## config.mk

```make
export PLATFORM = sky130hd
export DESIGN_NAME = superscalar_decode
export DESIGN_NICKNAME = d
export VERILOG_FILES = /design/src/rtl/superscalar_decode_pkg.sv /design/src/rtl/decode_alloc_select.sv /design/src/rtl/instruction_decode.sv /design/src/rtl/superscalar_decode.sv
export SDC_FILE = /design/constraint.sdc
export NUM_CORES = 1
export LEC_CHECK = 0
export CORE_UTILIZATION = 50
export DETAILED_ROUTE_END_ITERATION = 8
export PLACE_DENSITY = 0.87
export SLEW_MARGIN = 20
export SYNTH_ARGS = -nofsm -noshare
export SYNTH_HDL_FRONTEND = slang
export SYNTH_HIERARCHICAL = 1
export SYNTH_SLANG_ARGS = --single-unit
```

## constraint.sdc

```tcl
create_clock -name clk -period 9.8 [get_ports clk]
set_input_delay 2.45 -clock clk [delete_from_list [all_inputs] [get_ports clk]]
set_output_delay 2.45 -clock clk [all_outputs]
set_load 0.01 [all_outputs]
```

## src/rtl/superscalar_decode_pkg.sv

```systemverilog
// Shared types for the superscalar decode stage: opcodes, control bus,
// per-lane decode record, resource-need record and the stage state names.
package superscalar_decode_pkg;

   // Width of immediates and PCs carried in a decoded lane.
   localparam int PKG_XLEN = 32;

   localparam logic [6:0] OPC_LOAD     = 7'b0000011;
   localparam logic [6:0] OPC_STORE    = 7'b0100011;
   localparam logic [6:0] OPC_OP_IMM   = 7'b0010011;
   localparam logic [6:0] OPC_OP       = 7'b0110011;
   localparam logic [6:0] OPC_LUI      = 7'b0110111;
   localparam logic [6:0] OPC_AUIPC    = 7'b0010111;
   localparam logic [6:0] OPC_JAL      = 7'b1101111;
   localparam logic [6:0] OPC_JALR     = 7'b1100111;
   localparam logic [6:0] OPC_BRANCH   = 7'b1100011;
   localparam logic [6:0] OPC_MISC_MEM = 7'b0001111;
   localparam logic [6:0] OPC_SYSTEM   = 7'b1110011;

   // Control word handed to rename/dispatch (first field is the MSB).
   typedef struct packed {
      logic       rf_write_en;
      logic       mem_read_en;
      logic       mem_write_en;
      logic       alu_src_imm;
      logic       is_branch;
      logic       is_jump;
      logic [3:0] alu_op;
   } control_signal_bus;

   localparam int CTRL_W = $bits(control_signal_bus);

   typedef struct packed {
      control_signal_bus     ctrl;
      logic [PKG_XLEN-1:0]   imm;
      logic [PKG_XLEN-1:0]   pc;
      logic                  illegal;
   } decode_lane_t;

   // Extra queue entries an instruction needs beyond its ROB slot.
   typedef struct packed {
      logic ld;
      logic st;
   } res_need_t;

   typedef enum logic {
      IDLE    = 1'b0,
      PARTIAL = 1'b1
   } dec_state_t;

   function automatic logic [3:0] popcount8(input logic [7:0] v);
      logic [3:0] n;
      n = '0;
      for (int i = 0; i < 8; i++) begin
         n = n + {3'b000, v[i]};
      end
      return n;
   endfunction

endpackage

```

## src/rtl/decode_alloc_select.sv

```systemverilog
// In-order prefix fit: walks remaining lanes in ascending index, accumulating
// ROB/LDQ/STQ need, and issues lanes until the first one that does not fit.
module decode_alloc_select #(
   parameter int WIDTH = 2,
   parameter int CNT_W = 6
) (
   input  logic [WIDTH-1:0] remaining,
   input  logic [WIDTH-1:0] is_load,
   input  logic [WIDTH-1:0] is_store,
   input  logic [CNT_W:0]   rob_avail,
   input  logic [CNT_W:0]   ldq_avail,
   input  logic [CNT_W:0]   stq_avail,
   output logic [WIDTH-1:0] issue_mask
);

   // Cumulative need up to and including each lane; separate elements per
   // lane keep the carry chain free of self-referencing vectors.
   logic [CNT_W:0]   cum_rob [WIDTH+1];
   logic [CNT_W:0]   cum_ldq [WIDTH+1];
   logic [CNT_W:0]   cum_stq [WIDTH+1];
   logic             still_ok [WIDTH+1];
   logic [WIDTH-1:0] fits;

   assign cum_rob[0]  = '0;
   assign cum_ldq[0]  = '0;
   assign cum_stq[0]  = '0;
   assign still_ok[0] = 1'b1;

   generate
      for (genvar gi = 0; gi < WIDTH; gi++) begin : g_lane
         assign cum_rob[gi+1] = cum_rob[gi] + {{CNT_W{1'b0}}, remaining[gi]};
         assign cum_ldq[gi+1] = cum_ldq[gi] + {{CNT_W{1'b0}}, remaining[gi] & is_load[gi]};
         assign cum_stq[gi+1] = cum_stq[gi] + {{CNT_W{1'b0}}, remaining[gi] & is_store[gi]};
         assign fits[gi]      = (cum_rob[gi+1] <= rob_avail) &&
                                (cum_ldq[gi+1] <= ldq_avail) &&
                                (cum_stq[gi+1] <= stq_avail);
         assign issue_mask[gi]  = remaining[gi] & still_ok[gi] & fits[gi];
         // Once a remaining lane fails, every later lane is blocked.
         assign still_ok[gi+1]  = still_ok[gi] & (~remaining[gi] | fits[gi]);
      end
   endgenerate

endmodule

```

## src/rtl/instruction_decode.sv

```systemverilog
// Single-instruction RV32I-style decoder: control word, immediate, illegal flag
// and queue needs. Unknown opcodes produce an all-zero control word.
module instruction_decode
   import superscalar_decode_pkg::*;
(
   input  logic [31:0]          instr,
   input  logic [PKG_XLEN-1:0]  pc,
   output decode_lane_t         dec,
   output res_need_t            need
);

   logic [6:0]  opcode;
   logic [2:0]  funct3;
   logic [31:0] i_imm;
   logic [31:0] s_imm;
   logic [31:0] b_imm;
   logic [31:0] u_imm;
   logic [31:0] j_imm;

   assign opcode = instr[6:0];
   assign funct3 = instr[14:12];
   assign i_imm  = {{20{instr[31]}}, instr[31:20]};
   assign s_imm  = {{20{instr[31]}}, instr[31:25], instr[11:7]};
   assign b_imm  = {{19{instr[31]}}, instr[31], instr[7], instr[30:25], instr[11:8], 1'b0};
   assign u_imm  = {instr[31:12], 12'h000};
   assign j_imm  = {{11{instr[31]}}, instr[31], instr[19:12], instr[20], instr[30:21], 1'b0};

   // Opcode decode; queue needs follow the memory enables so illegal ops need ROB only.
   always_comb begin
      dec     = '0;
      dec.pc  = pc;
      unique case (opcode)
         OPC_LOAD: begin
            dec.ctrl.rf_write_en = 1'b1;
            dec.ctrl.mem_read_en = 1'b1;
            dec.ctrl.alu_src_imm = 1'b1;
            dec.imm              = i_imm;
         end
         OPC_STORE: begin
            dec.ctrl.mem_write_en = 1'b1;
            dec.ctrl.alu_src_imm  = 1'b1;
            dec.imm               = s_imm;
         end
         OPC_OP_IMM: begin
            dec.ctrl.rf_write_en = 1'b1;
            dec.ctrl.alu_src_imm = 1'b1;
            dec.ctrl.alu_op      = {(funct3 == 3'b101) ? instr[30] : 1'b0, funct3};
            dec.imm              = i_imm;
         end
         OPC_OP: begin
            dec.ctrl.rf_write_en = 1'b1;
            dec.ctrl.alu_op      = {instr[30], funct3};
         end
         OPC_LUI, OPC_AUIPC: begin
            dec.ctrl.rf_write_en = 1'b1;
            dec.ctrl.alu_src_imm = 1'b1;
            dec.imm              = u_imm;
         end
         OPC_JAL: begin
            dec.ctrl.rf_write_en = 1'b1;
            dec.ctrl.is_jump     = 1'b1;
            dec.imm              = j_imm;
         end
         OPC_JALR: begin
            dec.ctrl.rf_write_en = 1'b1;
            dec.ctrl.is_jump     = 1'b1;
            dec.ctrl.alu_src_imm = 1'b1;
            dec.imm              = i_imm;
         end
         OPC_BRANCH: begin
            dec.ctrl.is_branch = 1'b1;
            dec.ctrl.alu_op    = {1'b0, funct3};
            dec.imm            = b_imm;
         end
         OPC_MISC_MEM, OPC_SYSTEM: begin
            dec.imm = i_imm;
         end
         default: begin
            dec.illegal = 1'b1;
         end
      endcase
      need    = '0;
      need.ld = dec.ctrl.mem_read_en;
      need.st = dec.ctrl.mem_write_en;
   end

endmodule

```

## src/rtl/superscalar_decode.sv

```systemverilog
// WIDTH-lane registered decode stage. Decodes the fetch bundle, issues the
// longest in-order prefix that fits the free ROB/LDQ/STQ entries into the
// output register, and holds fetch until every valid lane has issued.
// XLEN must equal PKG_XLEN.
module superscalar_decode
   import superscalar_decode_pkg::*;
#(
   parameter int XLEN  = PKG_XLEN,
   parameter int WIDTH = 2,
   parameter int CNT_W = 6
) (
   input  logic                    clk,
   input  logic                    rst_n,
   input  logic                    flush,
   input  logic                    fetch_valid,
   input  logic [WIDTH-1:0]        fetch_lane_valid,
   input  logic [WIDTH*32-1:0]     fetch_instr,
   input  logic [WIDTH*XLEN-1:0]   fetch_pc,
   output logic                    fetch_ready,
   input  logic [CNT_W-1:0]        rob_free,
   input  logic [CNT_W-1:0]        ldq_free,
   input  logic [CNT_W-1:0]        stq_free,
   output logic                    out_valid,
   input  logic                    out_ready,
   output logic [WIDTH-1:0]        out_lane_valid,
   output logic [WIDTH*CTRL_W-1:0] out_ctrl,
   output logic [WIDTH*XLEN-1:0]   out_imm,
   output logic [WIDTH*XLEN-1:0]   out_pc,
   output logic [WIDTH-1:0]        out_illegal
);

   decode_lane_t            dec [WIDTH];
   res_need_t               need [WIDTH];
   logic [WIDTH-1:0]        is_load;
   logic [WIDTH-1:0]        is_store;
   logic [WIDTH-1:0]        lane_illegal;
   logic [WIDTH*CTRL_W-1:0] dec_ctrl_flat;
   logic [WIDTH*XLEN-1:0]   dec_imm_flat;
   logic [WIDTH*XLEN-1:0]   dec_pc_flat;

   logic [WIDTH-1:0]        issued_mask_reg, issued_mask_next;
   logic                    out_valid_reg;
   logic [WIDTH-1:0]        out_lane_valid_reg;
   logic [WIDTH*CTRL_W-1:0] out_ctrl_reg;
   logic [WIDTH*XLEN-1:0]   out_imm_reg;
   logic [WIDTH*XLEN-1:0]   out_pc_reg;
   logic [WIDTH-1:0]        out_illegal_reg;
   logic [CNT_W:0]          held_rob_reg, held_ldq_reg, held_stq_reg;

   logic [WIDTH-1:0]        remaining;
   logic [WIDTH-1:0]        sel_mask;
   logic [WIDTH-1:0]        issue_eff;
   logic                    stalled;
   logic                    can_load;
   logic                    load_en;
   logic [CNT_W:0]          rob_avail, ldq_avail, stq_avail;
   dec_state_t              state;

   generate
      for (genvar gi = 0; gi < WIDTH; gi++) begin : g_dec
         instruction_decode u_dec (
            .instr (fetch_instr[gi*32 +: 32]),
            .pc    (fetch_pc[gi*XLEN +: XLEN]),
            .dec   (dec[gi]),
            .need  (need[gi])
         );
         assign is_load[gi]                        = need[gi].ld;
         assign is_store[gi]                       = need[gi].st;
         assign lane_illegal[gi]                   = dec[gi].illegal;
         assign dec_ctrl_flat[gi*CTRL_W +: CTRL_W] = dec[gi].ctrl;
         assign dec_imm_flat[gi*XLEN +: XLEN]      = dec[gi].imm;
         assign dec_pc_flat[gi*XLEN +: XLEN]       = dec[gi].pc;
      end
   endgenerate

   // Free count less what the stalled output bundle still owes, floored at zero.
   function automatic logic [CNT_W:0] avail_of(input logic [CNT_W-1:0] free_cnt,
                                               input logic [CNT_W:0]   held,
                                               input logic             hold);
      logic [CNT_W:0] f;
      f = {1'b0, free_cnt};
      if (!hold) begin
         return f;
      end
      return (f >= held) ? (f - held) : '0;
   endfunction

   assign state     = (issued_mask_reg == '0) ? IDLE : PARTIAL;
   assign remaining = fetch_lane_valid & ~issued_mask_reg;
   assign stalled   = out_valid_reg && !out_ready;
   assign can_load  = !stalled;
   assign rob_avail = avail_of(rob_free, held_rob_reg, stalled);
   assign ldq_avail = avail_of(ldq_free, held_ldq_reg, stalled);
   assign stq_avail = avail_of(stq_free, held_stq_reg, stalled);

   decode_alloc_select #(
      .WIDTH (WIDTH),
      .CNT_W (CNT_W)
   ) u_select (
      .remaining  (remaining),
      .is_load    (is_load),
      .is_store   (is_store),
      .rob_avail  (rob_avail),
      .ldq_avail  (ldq_avail),
      .stq_avail  (stq_avail),
      .issue_mask (sel_mask)
   );

   assign issue_eff   = can_load ? sel_mask : '0;
   assign load_en     = fetch_valid && !flush && can_load && (|sel_mask);
   // Bundle is done when everything left issues now (trivially so for an empty bundle).
   assign fetch_ready = fetch_valid && !flush && (issue_eff == remaining);

   // Next issued_mask: clear on completion, flush or a dropped bundle, else accumulate.
   always_comb begin
      issued_mask_next = issued_mask_reg;
      if (flush || !fetch_valid || fetch_ready) begin
         issued_mask_next = '0;
      end else if (load_en) begin
         issued_mask_next = issued_mask_reg | sel_mask;
      end
   end

   // issued_mask state register.
   always_ff @(posedge clk or negedge rst_n) begin
      if (!rst_n) begin
         issued_mask_reg <= '0;
      end else begin
         issued_mask_reg <= issued_mask_next;
      end
   end

   // Output pipeline register and the allocation it carries.
   always_ff @(posedge clk or negedge rst_n) begin
      if (!rst_n) begin
         out_valid_reg      <= 1'b0;
         out_lane_valid_reg <= '0;
         out_ctrl_reg       <= '0;
         out_imm_reg        <= '0;
         out_pc_reg         <= '0;
         out_illegal_reg    <= '0;
         held_rob_reg       <= '0;
         held_ldq_reg       <= '0;
         held_stq_reg       <= '0;
      end else if (flush || (!load_en && out_ready)) begin
         out_valid_reg      <= 1'b0;
         out_lane_valid_reg <= '0;
         out_illegal_reg    <= '0;
         held_rob_reg       <= '0;
         held_ldq_reg       <= '0;
         held_stq_reg       <= '0;
      end else if (load_en) begin
         out_valid_reg      <= 1'b1;
         out_lane_valid_reg <= sel_mask;
         out_ctrl_reg       <= dec_ctrl_flat;
         out_imm_reg        <= dec_imm_flat;
         out_pc_reg         <= dec_pc_flat;
         out_illegal_reg    <= lane_illegal & sel_mask;
         held_rob_reg       <= (CNT_W+1)'(popcount8(8'(sel_mask)));
         held_ldq_reg       <= (CNT_W+1)'(popcount8(8'(sel_mask & is_load)));
         held_stq_reg       <= (CNT_W+1)'(popcount8(8'(sel_mask & is_store)));
      end
   end

   assign out_valid      = out_valid_reg;
   assign out_lane_valid = out_lane_valid_reg;
   assign out_ctrl       = out_ctrl_reg;
   assign out_imm        = out_imm_reg;
   assign out_pc         = out_pc_reg;
   assign out_illegal    = out_illegal_reg;

   // A partially issued bundle must stay presented until it completes.
   a_hold_partial: assert property (@(posedge clk) disable iff (!rst_n || flush)
                                    (state == PARTIAL) |-> fetch_valid);

endmodule

```

# Yosys cells after proc, flatten, opt, wreduce, memory -nomap -nowiden
# Cells that the tools add are included.
# totals
regBits	176
inputBits	153
out_inout_bits	154
wordCells	156
# op_classes
n_addsub	21
order_cmp	9
eq_ne	25
mux	41
n_bitwise	16
n_reduce_logical	34
# ops
op	n
32-bit case mux with 5 select lines	2
7-bit 2-to-1 mux	12
7-bit == test, second input constant	8
7-bit by 6-bit == test with 1-bit output, second input constant	6
4-bit by 1-bit adder with 4-bit output, second input constant	8
7-bit by 5-bit == test with 1-bit output, second input constant	4
4-bit case mux with 3 select lines	2
11-bit OR reduction	2
6-bit by 7-bit greater-or-equal comparator with 1-bit output	3
1-bit by 7-bit less-or-equal comparator with 1-bit output	3
7-bit less-or-equal comparator	3
6-bit by 7-bit subtractor with 7-bit output	3
1-bit 2-to-1 mux	18
7-bit by 2-bit == test with 1-bit output, second input constant	2
7-bit by 4-bit == test with 1-bit output, second input constant	2
2-bit 2-to-1 mux	7
7-bit OR reduction	2
1-bit by 1-bit adder with 2-bit output	6
6-bit OR reduction	2
1-bit logical AND	10
2-bit OR reduction	5
5-bit OR reduction	2
3-bit by 1-bit adder with 4-bit output, second input constant	2
2-bit bitwise AND	4
other kinds (12)	28

# Depth between registers and ports, before layout
# Gate-level depths: netlist of the first run.
# depth
depth_word	19
ltp_mapped	21
mapped_depth_nobuf	17

# Cells and area by module
# The synthesis of the first run kept the hierarchy.
# by_module_without_submodules
module	n_inst	cells_per_inst	area_per_inst_um2	seq_area_each_um2
superscalar_decode	1	467	6759.0	4028.9
instruction_decode	2	165	1024.7	0.0
decode_alloc_select	1	49	356.6	0.0

# Least setup slack after synthesis of the first run
# No wires, ideal clock.
# synth_path
path_type	in2out
start	input stq_free[0]
end	output fetch_ready
arrival_time_ns	5.512
required_ns	7.350
slack_ns	1.838
stages	16
path_buffers	1
cell_sequence	inv_1 ha_1 nand2b_1 a21boi_0 and3_1 clkbuf_1 a211oi_1 ha_1 or3_1 or3_1 o211ai_2 a2111oi_2 or2_2 a211oi_1 a41o_1 o21ba_2
# synth_between
elab_chain_cells	11
# synth_rtl
element	line_no	source
start: declaration	superscalar_decode.sv:22	input logic [CNT_W-1:0] stq_free,
6-bit by 7-bit subtractor with 7-bit output / 6-bit by 7-bit greater-or-equal comparator with 1-bit output (equally long branches)	superscalar_decode.sv:85	return (f >= held) ? (f - held) : '0;
7-bit 2-to-1 mux	superscalar_decode.sv:85	
7-bit 2-to-1 mux *	superscalar_decode.sv:85	
net stq_avail[0]	superscalar_decode.sv:56	logic [CNT_W:0] rob_avail, ldq_avail, stq_avail;
1-bit by 7-bit less-or-equal comparator with 1-bit output	decode_alloc_select.sv:36	(cum_stq[gi+1] <= stq_avail);
1-bit logical AND	decode_alloc_select.sv:35	(cum_ldq[gi+1] <= ldq_avail) &&
1-bit bitwise OR	decode_alloc_select.sv:39	assign still_ok[gi+1] = still_ok[gi] & (~remaining[gi] | fits[gi]);
1-bit bitwise AND	decode_alloc_select.sv:37	assign issue_mask[gi] = remaining[gi] & still_ok[gi] & fits[gi];
1-bit bitwise AND *	decode_alloc_select.sv:37	
net sel_mask[1]	superscalar_decode.sv:51	logic [WIDTH-1:0] sel_mask;
2-bit 2-to-1 mux *	superscalar_decode.sv:109	assign issue_eff = can_load ? sel_mask : '0;
2-bit == test *	superscalar_decode.sv:112	assign fetch_ready = fetch_valid && !flush && (issue_eff == remaining);
1-bit logical AND *	superscalar_decode.sv:112	
end: declaration	superscalar_decode.sv:19	output logic fetch_ready,
# The timed path passes the listed nets; every way through them passes the cells marked *.

==> results.md, run 1 <==
* Status: finished clean
* Peak VDD IR at 0.119 mV
* Syn avg cell area at 10.8 um^2
* Leakage power at 0.00555 uW
* WS Path Type: primary input to output port
* DR iter-0 viols at 345
* Max Cap Viol at 0
* Pins Over Slew Limit at 0
* Boundary Pins at 307
* Yosys reg bits at 161
* M1 GR Usage at 0.323
* Routed Antenna Nets at 0
* Met3 Use GR at 0.0681
* Synth Area in Adders at 0.0390
* Commonest register cell after synthesis: dfrtp_1
* Main combinational cell family by area after synthesis: multiplexers
* Slew Limit Headroom at 0.278
* Grt ovf at 0
* First-pass DRT Iterations at 5
* Routed WL per cell at 18.4 um
* Drt via density at 5.47
* Layout cell share with drive strength beyond 1 at 0.128
* Post-Syn Area at 0.00917 mm^2
* Worst hold path depth at 1
* Mux cell area share after synthesis at 0.183
* Via count at 7193
* CP Max Fanout at 10
* Fill cells at 1340
* WP data arrival at 6.82 ns
* Reg-to-reg slack, setup at 4.80 ns
* Tmin final at 9.27 ns
* Setup WS pre-CTS at 0.572 ns
* Post-CTS Setup Repair Bufs at 0
* TritonCTS Buffers at 17
* Final period util at 0.946
* CTS Root Buffer Type: clkbuf_16
* Sequential area share after synthesis at 0.440
* Switching part of the total at 0.275
* Hold Crit Class: register to register
* DRC at 0
* Die X at 137 um
* Port bufs at 306
* Final setup violating endpoints at 0
* Number of flops mapped to enable cells by yosys at 0
* Startpoint types: primary input
* Min-delay src: out_imm[58]
* Simple-Gate Fraction of Synth Area at 0.127
* Initial antenna violation count at 0
* FP Rows at 49
* Hold Fails Final Rpt at 0
* Pwr dens at 155 mW/mm^2
* RSZ-0062 raised after global routing: no
* Clk pwr share at 0.364
* Distinct cell type count of the synthesized netlist at 65
* Hold_buf cts at 0
* FF-to-FF Start: out_valid
* Post-route setup slack at 0.528 ns
* Hold Crit Endpoint: out_imm[58]
* Worst slew pin tran at 1.08 ns
* Final setup TNS at 0 ns
* Clk Latency, worst-skew pair at 0.43 ns
* DP HPWL at 18.1 mm
* Die height at 137 um
* Vias in the first global route at 7365
* Die area at 0.0189 mm^2
* Routability Congestion at 0.906
* Ys async rst share at 1.00
* Mapped Nets at 1024
* DRT Wirelength at 24.2 mm
* Clk slew on worst S/H paths at 0.07 ns
* Int Power at 1400 uW
* Pin count of the biggest net entering global routing at 97
* Initial core utilization at 0.510
* Gr busiest metal: met2
* CTS Sinks at 161
* Layout area overhead at 35.9%
* First-pass GRT wire length at 37.8 mm
* Reg2Reg Depth at 16
* Synthesis warning total at 6
* Sw Pwr at 531 uW
* Final core occ at 0.694
* R2r endpoint: out_pc[56]
* Critical Path RT at 7.35 ns
* CP Capture Type: output port
* H-tree depth at 4
* Sequential share of power at 0.404
* Core Area at 0.0180 mm^2
* Fmax at 108 MHz
* Post-CTS Resized at 0
* Final setup skew at 0.0120 ns
* CTS tree: yes
* Clock tree buffer depth at 2
* Logic pwr share at 0.233
* Synth Area in Compound Gates at 0.109
* Overall Global Routing Usage at 0.260
* Routing usage on met2 at 0.433
* Diodes inserted at 0
* Post-synthesis instance total at 846
* Post-Synth XOR/XNOR Area at 0.00765
* Final net count at 1251
-- area by class of cell --
type                       instances  area (um^2)  share of cell area
inverter                          29          109             0.00874
multi-input combinational        549         4270               0.343
timing repair buffer             315         3130               0.251
tap                              229          287              0.0230
sequential                       161         4030               0.323
clock inverter                    14          191              0.0154
clock buffer                      18          439              0.0353
-- placed cells by master, fill, tap and decap left out, drive strengths merged, types with 3 or more instances in the layout --
cell | synthesis | routed
mux2 | 149 | 149
ha | 22 | 22
a21o | 3 | 3
nand2b | 8 | 8
xor2 | 4 | 4
nor4 | 6 | 6
clkbuf | 3 | 18
a21oi | 57 | 57
nand4bb | 3 | 3
and2 | 17 | 17
dfrtp | 161 | 161
a22o | 18 | 18
buf | 104 | 10
nor3 | 11 | 11
nand3 | 6 | 6
or3 | 3 | 3
o31a | 4 | 4
nor2 | 47 | 47
clkinv | 0 | 5
a2111oi | 3 | 3
a211oi | 10 | 10
xnor2 | 4 | 4
and3 | 6 | 6
o21ai | 32 | 32
fa | 3 | 3
nor3b | 5 | 5
nand2 | 78 | 78
and3b | 4 | 4
or2 | 7 | 7
inv | 29 | 35
clkdlybuf4s50 | 0 | 305
nor2b | 9 | 9
-- worst max-delay path by stage --
stage / startpoint / endpoint / slack (ns) / cells past startpoint
3_3_place_gp: stq_free[0] / fetch_ready / 0.66 / 18
2_1_floorplan: stq_free[0] / fetch_ready / 1.84 / 16
3_5_place_dp: fetch_instr[1] / fetch_ready / 0.57 / 19
6_report: fetch_instr[1] / fetch_ready / 0.53 / 19
4_1_cts: fetch_instr[1] / fetch_ready / 0.55 / 19
5_1_grt: fetch_instr[0] / fetch_ready / 0.33 / 19
-- cells in the mapped netlist, types with 3 or more instances --
library cell  number  area [um^2]
and2_1            17          106
clkbuf_1           3         11.3
mux2_1            89         1000
a21oi_1           53          265
a21o_1             3         22.5
buf_4             87          653
o21ai_0            6         30.0
nor3_1             7         35.0
nor3b_1            3         22.5
and3_1             6         37.5
nor2_1            43          161
and3b_1            4         35.0
a211oi_1          10         75.1
or3_1              3         18.8
dfrtp_1          161         4030
nor3_2             4         40.0
nand4bb_1          3         33.8
or2_2              5         31.3
nand2b_1           6         37.5
o21ai_1           24          120
nor2b_1            8         50.1
ha_1              22          275
nand2_1           78          293
xor2_1             4         35.0
nor4_1             6         37.5
fa_1               3         60.1
mux2_2            60          676
xnor2_1            4         35.0
inv_1             27          101
a22o_1            18          158
buf_2             15         75.1
nand3_1            6         30.0
-- worst max-delay path: stages --
cell             delay [ns]
clkdlybuf4s50_1        0.49
and2_1                 0.39
nand2_1                0.26
nor4_1                 0.47
nand2_1                0.16
inv_1                  0.09
ha_1                   0.22
inv_1                  0.06
ha_1                   0.22
nand2_1                0.07
o22ai_1                0.07
nor3b_1                0.26
a2111oi_2              0.06
buf_4                  0.19
or2_2                  0.27
a211oi_1               0.24
a41o_1                 0.17
o21ba_2                0.15
clkdlybuf4s50_1        0.53
-- kinds of logic after synthesis --
family | Yosys count
AND/OR/NAND/NOR | 219
AO/OA/AOI/OAI | 146
adder cells (fa/ha/maj) | 27
XOR/XNOR | 8
flip-flops | 161
buffers and inverters | 136
multiplexers | 149
-- power groups by stage --
stage / registers [uW] / logic [uW] / clock network [uW]
2_1_floorplan: 824 / 160 / 0
3_5_place_dp: 791 / 449 / 0
6_report: 778 / 449 / 701
5_1_grt: 788 / 480 / 742
3_3_place_gp: 784 / 440 / 0
4_1_cts: 779 / 452 / 717
-- per-layer routing --
metal	vias up	wire [um]
li1	3361	-
met1	3551	9790
met2	239	12200
met3	42	1550
met4	0	653
met5	-	0
-- through the flow --
stage,std cells,hold WS [ns],area [um^2],power [uW]
finish,1315,0.485,12500,1930
global route,1315,0.501,12500,2010
CTS,1315,0.490,12500,1950
detailed placement,1283,0.475,11800,1240
global placement,1283,0.467,11800,1220
floorplan,846,0.470,9170,984
No activity file was read; power rests on OpenSTA's default activity.
==> inputs of run 2 (changes only) <==
CORE_MARGIN = 4   (was not set)
SKIP_LAST_GASP = 1   (was not set)
==> run 2 against run 1 <==
Compared with the run above: clock-buffer cell count down 1; global-route usage down 1.8 points; final area about the same; clock power down 2%; worst setup slack better by 0.13 ns; first-iteration DRC count up 61%; non-clock buffer count down 1; register-to-register slack better by 0.33 ns; critical endpoint unchanged; critical path depth down 2; core utilization down 0.28 points.
==> results.md, run 2 (synthesis gave the netlist of run 1 again) <==
* Routed Antenna Nets at 0 (unchanged)
* TritonCTS Buffers at 17 (unchanged)
* Clock tree buffer depth at 2 (unchanged)
* Cells after DPL at 1282 (-0.078%)
* Most frequent cells in the layout: clkdlybuf4s50_1, dfrtp_1, mux2_1
* CP Max Fanout at 9 (-1)
* FF+latch area at 0.00403 mm^2 (unchanged)
* CP Capture Type: output port
* Drt via density at 5.44 (-0.55%)
* WP data arrival at 6.69 ns (-0.13 ns)
* Initial antenna violation count at 0 (unchanged)
* Clk Latency, worst-skew pair at 0.43 ns (about the same)
* H-tree depth at 4 (unchanged)
* Final period util at 0.933 (-0.0134)
* First-pass GRT wire length at 39.3 mm (+4.0%)
* DP HPWL at 19.5 mm (+7.3%)
* Port bufs at 306 (unchanged)
* Layout cell share with drive strength beyond 1 at 0.127 (-0.000804)
* Final setup TNS at 0 ns (unchanged)
* Pwr dens at 154 mW/mm^2 (-0.50%)
* Grt ovf at 0 (unchanged)
* RSZ-0062 raised after global routing: no
* Core Area at 0.0180 mm^2 (+0.34%)
* Hold_buf cts at 0 (unchanged)
* Die area at 0.0206 mm^2 (+8.9%)
* Pwr Total at 1920 uW (-0.57%)
* Final net count at 1250 (-0.080%)
* Tmin final at 9.14 ns (-0.131 ns)
* Slew Limit Headroom at 0.363 (+0.0846)
* Initial core utilization at 0.508 (-0.00174)
* Boundary Pins at 307 (unchanged)
* Finished Layout Cells at 1314 (-0.076%)
* Hold Fails Final Rpt at 0 (unchanged)
* Leakage power at 0.00555 uW (about the same)
* Final core occ at 0.691 (-0.00284)
* R2r endpoint: out_imm[34]
* Diodes inserted at 0 (unchanged)
* DRC at 0 (unchanged)
* First-pass DRT Iterations at 5 (unchanged)
* Status: finished clean
* Die height at 143 um (+4.4%)
* Routed WL per cell at 19.3 um (+5.1%)
* Worst hold path depth at 1 (unchanged)
* Via count at 7148 (-0.63%)
* Peak VDD IR at 0.121 mV (+1.9%)
* Worst slew pin tran at 0.956 ns (-0.127 ns)
* CTS Sinks at 161 (unchanged)
* Post-CTS Setup Repair Bufs at 0 (unchanged)
* Vias in the first global route at 7420 (+0.75%)
* Reg2Reg Depth at 15 (-1)
* Hold Crit Class: register to register
* Layout area overhead at 35.8% (about the same)
* Pin count of the biggest net entering global routing at 106 (+9.3%)
* Most common cell after layout, fill and taps aside: clkdlybuf4s50_1
* Hold Crit Endpoint: out_pc[35]
* CTS tree: yes
* Multi-input gate area at 0.00427 mm^2 (unchanged)
* DRT Wirelength at 25.4 mm (+5.0%)
* Pins Over Slew Limit at 0 (unchanged)
* Startpoint types: primary input
* DR iter-0 viols at 557 (+61%)
* Fmax at 109 MHz (+1.4%)
* Clk slew on worst S/H paths at 0.07 ns (about the same)
* FP Rows at 49 (unchanged)
* CTS Root Buffer Type: clkbuf_16
* Final setup violating endpoints at 0 (unchanged)
* Min-delay src: out_pc[35]
* Reg-to-reg slack, setup at 5.13 ns (+0.33 ns)
* Final setup skew at 0.0155 ns (+0.00353 ns)
* Critical Path RT at 7.35 ns (about the same)
* WS Path Type: primary input to output port
* Max Cap Viol at 0 (unchanged)
* FF-to-FF Start: out_valid
* Die X at 143 um (+4.4%)
* Overall Global Routing Usage at 0.242 (-0.0180)
* Post-CTS Resized at 0 (unchanged)
* Fill cells at 1369 (+2.2%)
* Routability Congestion at 0.846 (-6.7%)
[run 2: layout make-up]
cell class / count / area share
clock buffer: 17 / 0.0342
inverter: 29 / 0.00874
timing repair buffer: 314 / 0.252
multi-input combinational: 549 / 0.343
clock inverter: 15 / 0.0154
tap: 229 / 0.0230
sequential: 161 / 0.324
[run 2: per-stage QoR]
step           worst slack, ns  hold slack, ns  instance area [um^2]
6_report                 0.659           0.486                 12400
4_1_cts                  0.670           0.490                 12400
3_5_place_dp             0.679           0.474                 11800
3_3_place_gp             0.762           0.467                 11800
5_1_grt                  0.354           0.492                 12400
2_1_floorplan             1.84           0.470                  9170
[run 2: per-layer routing]
| layer | track usage | up-vias | share of wire |
|---|---|---|---|
| li1 | - | 3363 | - |
| met1 | 0.296 | 3476 | 0.40 |
| met2 | 0.415 | 279 | 0.51 |
| met3 | 0.0755 | 30 | 0.080 |
| met4 | 0.0674 | 0 | 0.018 |
| met5 | 0 | - | 0 |
[run 2: report_power, final]
part / switching (uW) / total, uW / leakage (uW) / internal [uW]
Combinational: 189 / 449 / 0.00315 / 260
Clock: 319 / 689 / 0.000303 / 369
Sequential: 39.6 / 779 / 0.00210 / 740
[run 2: worst max-delay path by stage]
stage / startpoint / endpoint / slack (ns)
floorplan: stq_free[0] / fetch_ready / 1.84
global placement: stq_free[0] / fetch_ready / 0.76
detailed placement: stq_free[0] / fetch_ready / 0.68
CTS: stq_free[0] / fetch_ready / 0.67
global route: fetch_instr[1] / fetch_ready / 0.35
finish: stq_free[0] / fetch_ready / 0.66
[run 2: critical path, stage by stage]
cell and delay [ns]:
clkdlybuf4s50_1 0.49, inv_1 0.06, ha_1 0.30, nand2b_1 0.14, a21boi_0 0.21, and3_1 0.30
a211oi_1 0.11, ha_1 0.30, or3_1 0.35, or3_1 0.33, o211ai_2 0.09, nor2_1 0.16
or2_2 0.32, a211oi_1 0.23, a41o_1 0.16, o21ba_2 0.15, clkdlybuf4s50_1 0.54
==> inputs of run 3 (changes only) <==
CORE_UTILIZATION = 48   (was 50)
SYNTH_HIERARCHICAL = not set   (was 1)
==> run 3 against run 2 <==
Compared with the run above: die area down 9.4%; total power shrank 2.3%; highest routed layer unchanged; core utilization rose by 4.4 points; critical path type unchanged.
==> results.md, run 3 <==
* Mux cell area share after synthesis at 0.00126 (-0.182)
* Clock tree buffer depth at 2 (unchanged)
* Post-synth top area cell: dfrtp_1
* DP HPWL at 19.4 mm (-0.32%)
* Tmin final at 9.02 ns (-0.126 ns)
* Pin count of the biggest net entering global routing at 104 (-1.9%)
* Die X at 136 um (-4.8%)
* Port bufs at 306 (unchanged)
* Met3 Use GR at 0.105 (+0.0299)
* Crit path max-delay family: simple AND/OR/NAND/NOR gates
* Buf/Inv on CP at 3 (unchanged)
* Hold Fails Final Rpt at 0 (unchanged)
* Die height at 136 um (-4.8%)
* Via count at 7766 (+8.6%)
* Die area at 0.0186 mm^2 (-9.4%)
* Hold_buf cts at 0 (unchanged)
* Simple-Gate Fraction of Synth Area at 0.231 (+0.104)
* Main combinational cell family by area after synthesis: simple AND/OR/NAND/NOR gates
* Sequential share of power at 0.408 (+0.002)
* Final setup violating endpoints at 0 (unchanged)
* TritonCTS Buffers at 17 (unchanged)
* M1 GR Usage at 0.326 (+0.0299)
* Initial antenna violation count at 0 (unchanged)
* Post-synthesis instance total at 919 (+8.6%)
* Area after DPL at 0.0111 mm^2 (-6.1%)
* Most frequent cells in the layout: nand2_1, clkdlybuf4s50_1, dfrtp_1
* Synth Area in Compound Gates at 0.178 (+0.0688)
* Overall Global Routing Usage at 0.279 (+0.0373)
* Yosys reg bits at 161 (unchanged)
* DR iter-0 viols at 432 (-22%)
* Routed WL per cell at 18.4 um (-4.8%)
* First-pass DRT Iterations at 5 (unchanged)
* Top-count cell post-synth: nand2_1
* Switching part of the total at 0.272 (-0.0141)
* Non-Filler Cell Area, Final at 0.0118 mm^2 (-5.5%)
* Final period util at 0.920 (-0.0128)
* WS Path Type: primary input to output port
* Status: finished clean
* Critical Path RT at 7.35 ns (about the same)
* WP data arrival at 6.57 ns (-0.12 ns)
* Post-CTS Resized at 0 (unchanged)
* Post-Synth XOR/XNOR Area at 0 (-0.00765)
* CTS tree: yes
* Setup WS pre-CTS at 0.875 ns (+0.196 ns)
* FP Rows at 46 (-6.1%)
* Int Power at 1360 uW (-0.41%)
* Startpoint types: primary input
* Hold Crit Class: register to register
* Finished Layout Cells at 1427 (+8.6%)
* CP peak stage delay at 0.61 ns (+0.07 ns)
* Fmax at 111 MHz (+1.4%)
* Final net count at 1375 (+10%)
* DRC at 0 (unchanged)
* Sequential area share after synthesis at 0.509 (+0.0690)
* H-tree depth at 4 (unchanged)
* First-pass GRT wire length at 40.5 mm (+3.0%)
* Ranking of synthesized cells by area: dfrtp_1, nand2_1, o21ai_0
* Layout cell share with drive strength beyond 1 at 0.0488 (-0.0784)
* Post-CTS Setup Repair Bufs at 0 (unchanged)
* Grt ovf at 0 (unchanged)
* Mapped Nets at 1097 (+7.1%)
* CP Max Fanout at 12 (+3)
* Peak VDD IR at 0.118 mV (-2.4%)
* Clk pwr share at 0.381 (+0.022)
* CTS Sinks at 161 (unchanged)
* Max stage delay cell, worst path: clkdlybuf4s50_1
* Max Cap Viol at 0 (unchanged)
* Routed Antenna Nets at 0 (unchanged)
* Commonest register cell after synthesis: dfrtp_1
* Pins Over Slew Limit at 0 (unchanged)
* Fill cells at 1155 (-16%)
* Core Area at 0.0160 mm^2 (-11%)
* Cells after DPL at 1394 (+8.7%)
* CP Cell Sequence: clkdlybuf4s50_1 > or3_1 > nor4_1 > nand2_1 > inv_1 > ha_1 > ha_1 > nor2b_1 > o21ai_0 > a221oi_1 > a311oi_2 > a21oi_1 > nor3_1 > clkdlybuf4s50_1
* Clk Latency, worst-skew pair at 0.42 ns (about the same)
* Logic pwr share at 0.211 (-0.023)
* DRT Wirelength at 26.3 mm (+3.4%)
* Layout area overhead at 48.5%
* Clk slew on worst S/H paths at 0.06 ns (about the same)
* CTS Root Buffer Type: clkbuf_16
* Worst slew pin tran at 1.07 ns (+0.113 ns)
* Final setup skew at 0.0150 ns (-0.000490 ns)
* Most common cell after layout, fill and taps aside: nand2_1
* Post-route setup slack at 0.785 ns (+0.126 ns)
* Synth Area in Adders at 0.0423 (+0.00329)
* Routing usage on met2 at 0.464 (+0.0481)
* Top-area cell type share of the netlist area at 0.509 (+0.0690)
* Synthesis warning total at 0 (-6)
* Ys async rst share at 1.00 (unchanged)
* Syn avg cell area at 8.62 um^2 (-20%)
* Drt via density at 5.44 (about the same)
* Multi-input gate area at 0.00360 mm^2 (-16%)
* Synth cell count leaders: nand2_1, dfrtp_1, o21ai_0, a21oi_1, clkbuf_1
* Gr busiest metal: met2
* CP Capture Type: output port
* Pwr dens at 159 mW/mm^2 (+3.4%)
* Distinct cell type count of the synthesized netlist at 63 (-3.1%)
* FF+latch area at 0.00403 mm^2 (unchanged)
* Post-Syn Area at 0.00792 mm^2 (-14%)
* Routability Congestion at 0.905 (+7.0%)
* Sw Pwr at 509 uW (-7.2%)
* RSZ-0062 raised after global routing: no
* Boundary Pins at 307 (unchanged)
* Slew Limit Headroom at 0.282 (-0.0808)
* Final setup TNS at 0 ns (unchanged)
* Leakage power at 0.00524 uW (-5.6%)
* Number of flops mapped to enable cells by yosys at 0 (unchanged)
* Initial core utilization at 0.495 (-0.0134)
* Vias in the first global route at 7663 (+3.3%)
[run 3: final cells by class]
class / instances / share of cell area
flip-flops and latches: 161 / 0.343
multi-input cells: 677 / 0.306
repair buffers: 312 / 0.265
clock buffers: 20 / 0.0397
well taps: 216 / 0.0230
clock inverters: 12 / 0.0147
inverters: 28 / 0.00894
diodes: 1 / 0.000213
[run 3: layer usage]
metal,vias to the layer above,wire length [um]
met3,57,2680
met5,-,0
met1,3719,9810
met4,0,850
met2,323,12900
li1,3667,-
[run 3: power by group through the flow]
stage	Clock, uW	Combinational (uW)	Sequential [uW]
6_report	713	396	764
5_1_grt	752	430	771
4_1_cts	725	399	764
3_5_place_dp	0	396	776
3_3_place_gp	0	385	773
2_1_floorplan	0	113	802
[run 3: cell families after synthesis]
logic type	count (synthesis)
DFF	161
AOI/OAI and AO/OA	223
and+or+nand+nor	428
adders and majority gates	25
buffers and inverters	81
muxes	1
[run 3: stage by stage]
stage / hold WS (ns) / util / power [uW]
6_report: 0.475 / 0.735 / 1870
5_1_grt: 0.490 / 0.735 / 1950
4_1_cts: 0.477 / 0.734 / 1890
3_5_place_dp: 0.461 / 0.694 / 1170
3_3_place_gp: 0.456 / 0.694 / 1160
2_1_floorplan: 0.466 / - / 915
[run 3: worst register-to-register path, cell delays in order (launching register included)]
cell and delay [ns]:
dfrtp_1 0.42, inv_1 0.07, ha_1 0.30, nor2b_1 0.17
or4_4 0.49, or3_1 0.39, nand2_1 0.09, ha_1 0.25
a21oi_1 0.14, a21oi_1 0.07, a311oi_2 0.38, o2111ai_2 0.30
ha_1 0.30, or3_4 0.73, buf_4 0.54, a22o_1 0.30
[run 3: path summary, 6_finish.rpt]
| path | from | endpoint | slack [ns] | cells after the start |
|---|---|---|---|---|
| max in group asynchronous | rst_n | out_pc[14] | 6.53 | 2 |
| max reg2reg | held_ldq_reg[1] | out_ctrl[12] | 4.74 | 15 |
| min | out_pc[38] | out_pc[38] | 0.48 | 2 |
| min in group asynchronous | rst_n | out_imm[23] | 2.03 | 1 |
| min reg2reg | out_pc[38] | out_pc[38] | 0.48 | 2 |
| max | fetch_instr[2] | fetch_ready | 0.78 | 14 |
